File: src/rtl/mips_mc_pkg.sv
// Shared types and constants for the multicycle MIPS control unit.
// Optional build macro: MULTICYCLE_BNE_EN makes bne a supported opcode.
package mips_mc_pkg;

    typedef enum logic [3:0] {
        S_FETCH   = 4'd0,
        S_DECODE  = 4'd1,
        S_MEMADR  = 4'd2,
        S_MEMRD   = 4'd3,
        S_MEMWB   = 4'd4,
        S_MEMWR   = 4'd5,
        S_EXECUTE = 4'd6,
        S_ALUWB   = 4'd7,
        S_BEQ     = 4'd8,
        S_ADDIEX  = 4'd9,
        S_ADDIWB  = 4'd10,
        S_JUMP    = 4'd11
    } state_t;

    typedef enum logic [1:0] {
        ALUOP_ADD   = 2'b00,
        ALUOP_SUB   = 2'b01,
        ALUOP_FUNCT = 2'b10
    } aluop_t;

    localparam logic [5:0] OP_RTYPE = 6'b000000;
    localparam logic [5:0] OP_LW    = 6'b100011;
    localparam logic [5:0] OP_SW    = 6'b101011;
    localparam logic [5:0] OP_BEQ   = 6'b000100;
    localparam logic [5:0] OP_ADDI  = 6'b001000;
    localparam logic [5:0] OP_J     = 6'b000010;
    localparam logic [5:0] OP_BNE   = 6'b000101;

    localparam logic [5:0] FN_ADD = 6'b100000;
    localparam logic [5:0] FN_SUB = 6'b100010;
    localparam logic [5:0] FN_AND = 6'b100100;
    localparam logic [5:0] FN_OR  = 6'b100101;
    localparam logic [5:0] FN_SLT = 6'b101010;

    localparam logic [2:0] ALU_ADD = 3'b010;
    localparam logic [2:0] ALU_SUB = 3'b110;
    localparam logic [2:0] ALU_AND = 3'b000;
    localparam logic [2:0] ALU_OR  = 3'b001;
    localparam logic [2:0] ALU_SLT = 3'b111;

    function automatic logic op_supported(input logic [5:0] op);
        logic ok;
        case (op)
            OP_RTYPE, OP_LW, OP_SW, OP_BEQ, OP_ADDI, OP_J: ok = 1'b1;
`ifdef MULTICYCLE_BNE_EN
            OP_BNE: ok = 1'b1;
`endif
            default: ok = 1'b0;
        endcase
        return ok;
    endfunction

endpackage

File: src/rtl/mc_aludec.sv
// ALU decoder: maps aluop and R-type funct to the 3-bit ALU control code.
module mc_aludec
    import mips_mc_pkg::*;
#(
    parameter int FNW = 6
) (
    input  aluop_t           aluop,
    input  logic [FNW-1:0]   funct,
    output logic [2:0]       alucontrol
);

    // Unknown funct values fall back to add so the instruction still retires.
    always_comb begin
        alucontrol = ALU_ADD;
        case (aluop)
            ALUOP_ADD: alucontrol = ALU_ADD;
            ALUOP_SUB: alucontrol = ALU_SUB;
            ALUOP_FUNCT: begin
                case (funct)
                    FN_ADD:  alucontrol = ALU_ADD;
                    FN_SUB:  alucontrol = ALU_SUB;
                    FN_AND:  alucontrol = ALU_AND;
                    FN_OR:   alucontrol = ALU_OR;
                    FN_SLT:  alucontrol = ALU_SLT;
                    default: alucontrol = ALU_ADD;
                endcase
            end
            default: alucontrol = ALU_ADD;
        endcase
    end

endmodule

File: src/rtl/multicycle_ctrl.sv
// Moore control FSM for the multicycle MIPS core (fetch/decode/execute/mem/wb).
// Optional build macro: MULTICYCLE_BNE_EN adds bne through the BEQ state.
module multicycle_ctrl
    import mips_mc_pkg::*;
#(
    parameter int OPW = 6,
    parameter int FNW = 6
) (
    input  logic           clk,
    input  logic           reset,
    input  logic [OPW-1:0] op,
    input  logic [FNW-1:0] funct,
    input  logic           zero,
    output logic           iord,
    output logic           memwrite,
    output logic           irwrite,
    output logic           regdst,
    output logic           memtoreg,
    output logic           regwrite,
    output logic           alusrca,
    output logic [1:0]     alusrcb,
    output logic [2:0]     alucontrol,
    output logic [1:0]     pcsrc,
    output logic           pcen,
    output logic           illegal_op
);

    state_t state_r;
    state_t cur_s;
    aluop_t aluop_s;
    logic   memwrite_s, irwrite_s, regwrite_s, pcwrite_s, branch_s, take_s;
`ifdef MULTICYCLE_BNE_EN
    logic   branch_ne_r;
`endif

    // State register; reset abandons any instruction in flight.
    always_ff @(posedge clk) begin
        if (reset) begin
            state_r <= S_FETCH;
        end else begin
            case (state_r)
                S_FETCH:  state_r <= S_DECODE;
                S_DECODE: begin
                    case (op)
                        OP_LW, OP_SW: state_r <= S_MEMADR;
                        OP_RTYPE:     state_r <= S_EXECUTE;
                        OP_BEQ:       state_r <= S_BEQ;
                        OP_ADDI:      state_r <= S_ADDIEX;
                        OP_J:         state_r <= S_JUMP;
`ifdef MULTICYCLE_BNE_EN
                        OP_BNE:       state_r <= S_BEQ;
`endif
                        default:      state_r <= S_FETCH;
                    endcase
                end
                S_MEMADR:  state_r <= (op == OP_LW) ? S_MEMRD : S_MEMWR;
                S_MEMRD:   state_r <= S_MEMWB;
                S_EXECUTE: state_r <= S_ALUWB;
                S_ADDIEX:  state_r <= S_ADDIWB;
                default:   state_r <= S_FETCH;
            endcase
        end
    end

`ifdef MULTICYCLE_BNE_EN
    // Remember whether the branch in flight is bne; captured once in DECODE.
    always_ff @(posedge clk) begin
        if (reset) begin
            branch_ne_r <= 1'b0;
        end else if (state_r == S_DECODE) begin
            branch_ne_r <= (op == OP_BNE);
        end else begin
            branch_ne_r <= branch_ne_r;
        end
    end
`endif

    // While reset is high the outputs decode as FETCH; strobes are masked below.
    assign cur_s = reset ? S_FETCH : state_r;

    // Per-state datapath controls.
    always_comb begin
        iord       = 1'b0;
        memwrite_s = 1'b0;
        irwrite_s  = 1'b0;
        regdst     = 1'b0;
        memtoreg   = 1'b0;
        regwrite_s = 1'b0;
        alusrca    = 1'b0;
        alusrcb    = 2'b00;
        aluop_s    = ALUOP_ADD;
        pcsrc      = 2'b00;
        pcwrite_s  = 1'b0;
        branch_s   = 1'b0;
        case (cur_s)
            S_FETCH: begin
                irwrite_s = 1'b1;
                alusrcb   = 2'b01;
                pcwrite_s = 1'b1;
            end
            S_DECODE: alusrcb = 2'b11;
            S_MEMADR, S_ADDIEX: begin
                alusrca = 1'b1;
                alusrcb = 2'b10;
            end
            S_MEMRD: iord = 1'b1;
            S_MEMWB: begin
                memtoreg   = 1'b1;
                regwrite_s = 1'b1;
            end
            S_MEMWR: begin
                iord       = 1'b1;
                memwrite_s = 1'b1;
            end
            S_EXECUTE: begin
                alusrca = 1'b1;
                aluop_s = ALUOP_FUNCT;
            end
            S_ALUWB: begin
                regdst     = 1'b1;
                regwrite_s = 1'b1;
            end
            S_BEQ: begin
                alusrca  = 1'b1;
                aluop_s  = ALUOP_SUB;
                pcsrc    = 2'b01;
                branch_s = 1'b1;
            end
            S_ADDIWB: regwrite_s = 1'b1;
            S_JUMP: begin
                pcsrc     = 2'b10;
                pcwrite_s = 1'b1;
            end
            default: iord = 1'b0;
        endcase
    end

`ifdef MULTICYCLE_BNE_EN
    assign take_s = branch_s & (branch_ne_r ? ~zero : zero);
`else
    assign take_s = branch_s & zero;
`endif

    assign memwrite   = memwrite_s & ~reset;
    assign irwrite    = irwrite_s  & ~reset;
    assign regwrite   = regwrite_s & ~reset;
    assign pcen       = (pcwrite_s | take_s) & ~reset;
    assign illegal_op = (cur_s == S_DECODE) & ~op_supported(op) & ~reset;

    mc_aludec #(.FNW(FNW)) u_aludec (
        .aluop      (aluop_s),
        .funct      (funct),
        .alucontrol (alucontrol)
    );

endmodule

File: config.mk
export PLATFORM = sky130hd
export DESIGN_NAME = multicycle_ctrl
export DESIGN_NICKNAME = d
export VERILOG_FILES = /design/src/rtl/mips_mc_pkg.sv /design/src/rtl/mc_aludec.sv /design/src/rtl/multicycle_ctrl.sv
export SDC_FILE = /design/constraint.sdc
export NUM_CORES = 1
export LEC_CHECK = 0
export ABC_AREA = 1
export BUFFER_PORTS_ARGS = -buffer_cell sky130_fd_sc_hd__buf_4
export CAP_MARGIN = 5
export CORE_AREA = 2 2 39 41
export CTS_BUF_LIST = sky130_fd_sc_hd__clkbuf_4
export CTS_CLUSTER_SIZE = 40
export DETAILED_ROUTE_END_ITERATION = 12
export DIE_AREA = 0 0 41 43
export PLACE_DENSITY = 0.87
export SKIP_CTS_REPAIR_TIMING = 1
export SYNTH_ARGS = -nofsm -noshare
export SYNTH_HDL_FRONTEND = slang
export SYNTH_SLANG_ARGS = --single-unit
File: constraint.sdc
create_clock -name clk -period 2.65 [get_ports clk]
set_clock_uncertainty 0.05 [all_clocks]
set_input_delay 0.53 -clock clk [delete_from_list [all_inputs] [get_ports clk]]
set_output_delay 0.53 -clock clk [all_outputs]
set_load 0.05 [all_outputs]
==> summary.md, run 1 <==
Power and ir drop
• **peak supply drop** 0.2709 mV
• **Pwr Density** 269.3 mW/mm²
• **part of the power in registers** 29.3%
• **Int Power** 0.1463 mW
• **post-layout total power** 0.2288 mW
• **Switching Share** 36.04%
• **net switching power** 0.08245 mW
• **static power due to leakage** 0.4586 nW
• **relative contribution of the clock network to total power** 32.1%
• **fraction of power consumed by combinational cells** 38.6%

Floorplanning
• **Die Wd** 41 µm
• **Die ar.** 0.001763 mm²
• **Placement Rows** 14
• **Floorplan Core Area** 0.001384 mm²
• **number of top-level design ports** 31
• **starting utilization of the core area** 43.22%
• **die height** 43 µm

Job
• **count of maximum capacitance violations** 0

Yosys
• **synthesis-stage register bit count** 4
• **average size of a mapped cell** 5.201 µm²
• **post-synthesis cell area** 598.1 µm²
• **area share of the largest cell type after synthesis** 16.32%
• **area fraction in compound gates after synthesis** 10.25%
• **largest family of logic cells by synthesized area** simple AND/OR/NAND/NOR gates
• **post-synthesis cell count** 115
• **count of unique library cells instantiated by Yosys** 20
• **Synthesis Warnings** 0
• **net count after synthesis** 132
• **sequential fraction of the synthesis area** 13.39%
• **simple logic cell fraction of the synthesized area** 54.39%
• **xor/xnor share of the synthesized area** 0%
• **post-synth top area cell** nand2_1
• **adder-cell share of the synthesized area** 4.184%
• **multiplexer fraction of the synthesized cell area** 0%
• **ranking of synthesized cells by area** nand2_1, nor2_1, dfxtp_1

Setup path
• **biggest cell delay along the critical path** 410 ps
• **Crit Path Max Fanout** 5
• **Worst Reg-to-Reg Cells** 6
• **cell occurring most often along the worst timing path** nand2_1
• **type of the worst setup path** register to primary output
• **FF-to-FF End** state_r[2]
• **type of origin of the critical path** register
• **WP data required** 2070 ps
• **CP Cell Sequence** inv_2 > nor2_4 > nand2_1 > nor2_2 > inv_1 > ha_1 > nor2_1 > nand2_1 > buf_4
• **worst reg-to-reg setup slack** 1450 ps
• **Worst R2R Start** state_r[0]
• **number of buffers and inverters on the critical path** 3
• **crit path DAT** 1820 ps
• **type of element capturing the critical path** primary output
• **cell family with the largest share of critical-path delay** simple AND/OR/NAND/NOR gates
• **crit path launch** state_r[1]
• **cell with the largest stage delay on the worst path** dfxtp_1

Placement
• **Final GP Congestion** 0.8370
• **count of port buffers added during placement** 30
• **total placed instance area** 827.0 µm²
• **HPWL after detailed placement** 1437 µm

Min path
• **Hold Crit Endpoint** state_r[1]
• **number of instances on the worst hold path** 2
• **HP Class** input port to register
• **launch point of the worst hold path** reset

STA
• **final number of max-transition violations** 0
• **Slew HR** 76.33%
• **part of the cycle the worst path needs** 90.41%
• **Max Clk Rate** 417.4 MHz
• **unrepaired setup endpoints after global routing** no
• **final worst path period need** 2396 ps
• **sum of negative setup slack** 0 ps
• **number of endpoints failing setup at the final stage** 0
• **worst slew pin tran** 354.5 ps
• **hold violation count in the final report** 0
• **Hold Worst Slack** 487.7 ps

Run status
• **status** completed

Final layout
• **Largest register FFs** 4
• **leading registers by flop count** state_r: 4 flops
• **net count of the finished layout** 165
• **ratio of cells with drive above 1 in the final layout** 30.82%
• **Reg with most FFs** state_r
• **cell area after layout** 849.6 µm²
• **signed area change from the synthesized netlist to the final layout** 42.05%
• **Antenna Cells** 0
• **Finished Core Util** 61.39%

CTS
• **clock root buffer master** clkbuf_4
• **Max Root-Sink Buffers** 2
• **Worst-Skew Late Latency** 230 ps
• **number of H-tree levels** 1
• **Clock transition at path regs** 40 ps
• **number of CTS-inserted buffers** 3
• **TritonCTS clock tree** yes
• **Num Clock Sinks** 4

GRT
• **number of antenna violations at the first check in global routing** 0
• **largest net degree at the start of global routing** 10
• **number of global-route vias before repair** 718
• **overflow left after global routing** 0
• **overall fraction of global-route tracks in use** 19.76%
• **wire length of the first global-routing pass** 2504 µm

Routing
• **DRC** 0
• **remaining antenna violation count** 0
• **routed wire length per instance** 9.710 µm
• **detailed-route wire length** 1573 µm
• **Pre-Repair DR Iteration Count** 5
• **vias per cell** 4.889
• **first-iteration detailed-routing DRC count** 15
• **overall via count from detail_route** 792

logic make-up after synthesis:
| group | Yosys count |
|---|---|
| buffers and inverters | 24 |
| flip-flops | 4 |
| adder cells (fa/ha/maj) | 2 |
| AO/OA/AOI/OAI | 11 |
| AND/OR/NAND/NOR | 74 |
cells in the mapped netlist:
cell and number:
nor2_1 26, o211ai_1 1, o22ai_1 1, nand2_1 26
nand2_2 2, nor2_2 3, nand3_1 12, o21ai_0 2
dfxtp_1 4, nor2_4 2, ha_1 2, a21oi_1 4
o31ai_1 1, o21ai_1 2, nor3_1 2, inv_1 19
buf_6 2, clkinv_2 1, nand4_1 1, inv_2 2
per-layer routing:
layer / global-route usage, % / vias up / wire (µm)
met2: 40.63 / 26 / 873
li1: - / 420 / -
met1: 18.27 / 346 / 586
met3: 3.665 / 0 / 113
met5: 0 / - / 0
met4: 2.000 / 0 / 0
layout by cell type (no fill, tap or decap), types with 3 or more instances in the layout:
cell type,instances
a21oi_1,3
buf_4,30
clkbuf_4,3
dfxtp_1,4
inv_1,19
nand2_1,26
nand3_1,12
nor2_1,25
nor2_2,4
o21ai_1,3
how the worst max path moves through the flow:
stage	cells past startpoint	slack, ps	to
CTS	9	260	alucontrol[1]
detailed placement	9	370	alucontrol[0]
finish	9	250	alucontrol[1]
floorplan	8	7	alucontrol[0]
global route	9	130	alucontrol[1]
global placement	9	450	alucontrol[0]
area by class of cell:
type	count	area [µm²]
fillers	148	534.3
multi-input cells	87	417.9
repair buffers	30	225.2
inverters	22	83.83
flip-flops and latches	4	80.08
clock buffers	3	22.52
well taps	16	20.02
power groups by stage:
stage	registers, mW	clock network (mW)	logic [mW]
after floorplan	0.0643	0	0.0622
after global placement	0.0678	0	0.0862
after global routing	0.0674	0.0819	0.0958
after CTS	0.0669	0.0763	0.0887
after detailed placement	0.0678	0	0.0884
final	0.0670	0.0735	0.0883
stage by stage:
| step | std cells | setup slack [ps] |
|---|---|---|
| final | 162 | 254.2 |
| after global routing | 162 | 128.7 |
| after CTS | 162 | 255.6 |
| after detailed placement | 159 | 367.5 |
| after global placement | 159 | 452.6 |
| after floorplan | 115 | 7.074 |
Power figures use the tool's default switching activity.
==> inputs of run 2 (changes only) <==
- PLACE_DENSITY: 0.87 -> 0.79
==> run 2 against run 1 <==
Net effect: register-to-register slack lost 30 ps; via count increased by 0.25%; critical path type unchanged; routed wire length down 0.64%; largest power group unchanged; sequential share of layout area unchanged; first-iteration DRC count rose by 60%; count of clock-buffer cells in the layout did not move; final area is the same.
==> summary.md, run 2 (synthesized netlist as in run 1, its figures left out) <==
Run status
• **status** completed

Power and ir drop
• **static power due to leakage** 0.4586 nW
• **peak supply drop** 0.2500 mV
• **Pwr Density** 276.6 mW/mm²

STA
• **unrepaired setup endpoints after global routing** no
• **Slew HR** 75.39%
• **hold violation count in the final report** 0
• **final number of max-transition violations** 0
• **Max Clk Rate** 413.8 MHz
• **worst slew pin tran** 368.6 ps
• **part of the cycle the worst path needs** 91.20%
• **sum of negative setup slack** 0 ps
• **final worst setup slack** 233.2 ps
• **final worst path period need** 2417 ps
• **number of endpoints failing setup at the final stage** 0

Placement
• **Final GP Congestion** 0.8261
• **dpl cells** 159
• **worst-case setup slack after placement** 394.1 ps
• **count of port buffers added during placement** 30
• **total placed instance area** 827.0 µm²
• **HPWL after detailed placement** 1298 µm

GRT
• **overall fraction of global-route tracks in use** 21.08%
• **largest net degree at the start of global routing** 10
• **number of global-route vias before repair** 671
• **overflow left after global routing** 0
• **number of antenna violations at the first check in global routing** 0
• **wire length of the first global-routing pass** 2490 µm

Setup path
• **type of origin of the critical path** register
• **Crit Path Max Fanout** 5
• **worst reg-to-reg setup slack** 1420 ps
• **Worst Reg-to-Reg Cells** 6
• **FF-to-FF End** state_r[2]
• **type of element capturing the critical path** primary output
• **WP data required** 2070 ps
• **crit path DAT** 1840 ps
• **Worst R2R Start** state_r[0]
• **type of the worst setup path** register to primary output

Final layout
• **area of combinational cells with multiple inputs** 417.9 µm²
• **Antenna Cells** 0
• **Largest register FFs** 4
• **ratio of cells with drive above 1 in the final layout** 30.82%
• **count of fill cells added during filler insertion** 148
• **leading registers by flop count** state_r: 4 flops
• **signed area change from the synthesized netlist to the final layout** 42.05%
• **net count of the finished layout** 165
• **most common cell after layout, fill and taps aside** buf_4
• **non-filler instance count after layout** 162
• **Reg area** 80.08 µm²
• **Reg with most FFs** state_r
• **most frequent cells in the layout** buf_4, nand2_1, nor2_1
• **cell area after layout** 849.6 µm²

CTS
• **number of CTS-inserted buffers** 3
• **TritonCTS clock tree** yes
• **Num Clock Sinks** 4
• **Worst-Skew Late Latency** 250 ps
• **clock root buffer master** clkbuf_4
• **Clock transition at path regs** 40 ps
• **number of H-tree levels** 1
• **Max Root-Sink Buffers** 2

Floorplanning
• **die height** 43 µm
• **starting utilization of the core area** 43.22%
• **Placement Rows** 14
• **Die Wd** 41 µm
• **Die ar.** 0.001763 mm²
• **Floorplan Core Area** 0.001384 mm²
• **number of top-level design ports** 31

Min path
• **launch point of the worst hold path** reset
• **Hold Crit Endpoint** state_r[1]
• **HP Class** input port to register
• **number of instances on the worst hold path** 2

Routing
• **DRC** 0
• **vias per cell** 4.901
• **Pre-Repair DR Iteration Count** 4
• **overall via count from detail_route** 794
• **remaining antenna violation count** 0
• **routed wire length per instance** 9.648 µm
• **first-iteration detailed-routing DRC count** 24
• **detailed-route wire length** 1563 µm

Job
• **count of maximum capacitance violations** 0

-- run 2: where the power goes --
group / leakage (nW) / switching [mW] / internal [mW]
logic: 0.412 / 0.0542 / 0.0333
registers: 0.0326 / 0.00469 / 0.0625
clock network: 0.0138 / 0.0294 / 0.0509
-- run 2: metrics by stage --
step,power (mW),hold WS [ps],utilization [%]
after global placement,0.1545,504.8,59.76
after CTS,0.2356,470.5,61.39
after detailed placement,0.1555,505.0,59.76
after global routing,0.2486,476.3,61.39
after floorplan,0.1265,473.1,-
final,0.2350,467.2,61.39
-- run 2: how the worst max path moves through the flow --
stage	start	endpoint	slack, ps	cells after the start
CTS	state_r[1]	alucontrol[1]	250	9
floorplan	reset	alucontrol[0]	7	8
global placement	reset	alucontrol[0]	450	9
detailed placement	reset	alucontrol[0]	390	9
finish	state_r[1]	alucontrol[1]	230	9
global route	state_r[0]	alucontrol[0]	150	8
-- run 2: metal layers --
metal  vias up  global-route usage [%]  wire length [µm]
met3         5                   6.283               136
met2        36                   35.94               779
met5         -                       0                 0
li1        418                       -                 -
met4         0                   12.00                40
met1       335                   20.90               606
-- run 2: worst max-delay path, stage by stage (launching register included) --
cell and delay (ps):
dfxtp_1 420, inv_2 110, nor2_4 110, nand2_1 120, nor2_2 130, inv_1 70, ha_1 300, nor2_1 90
nand2_1 50, buf_4 180
-- run 2: final cells by class --
cell class,instances,share of cell area [%]
Clock buffer,3,2.651
Inverter,22,9.867
Multi-Input combinational cell,87,49.19
Sequential cell,4,9.426
Tap cell,16,2.356
Timing Repair Buffer,30,26.51
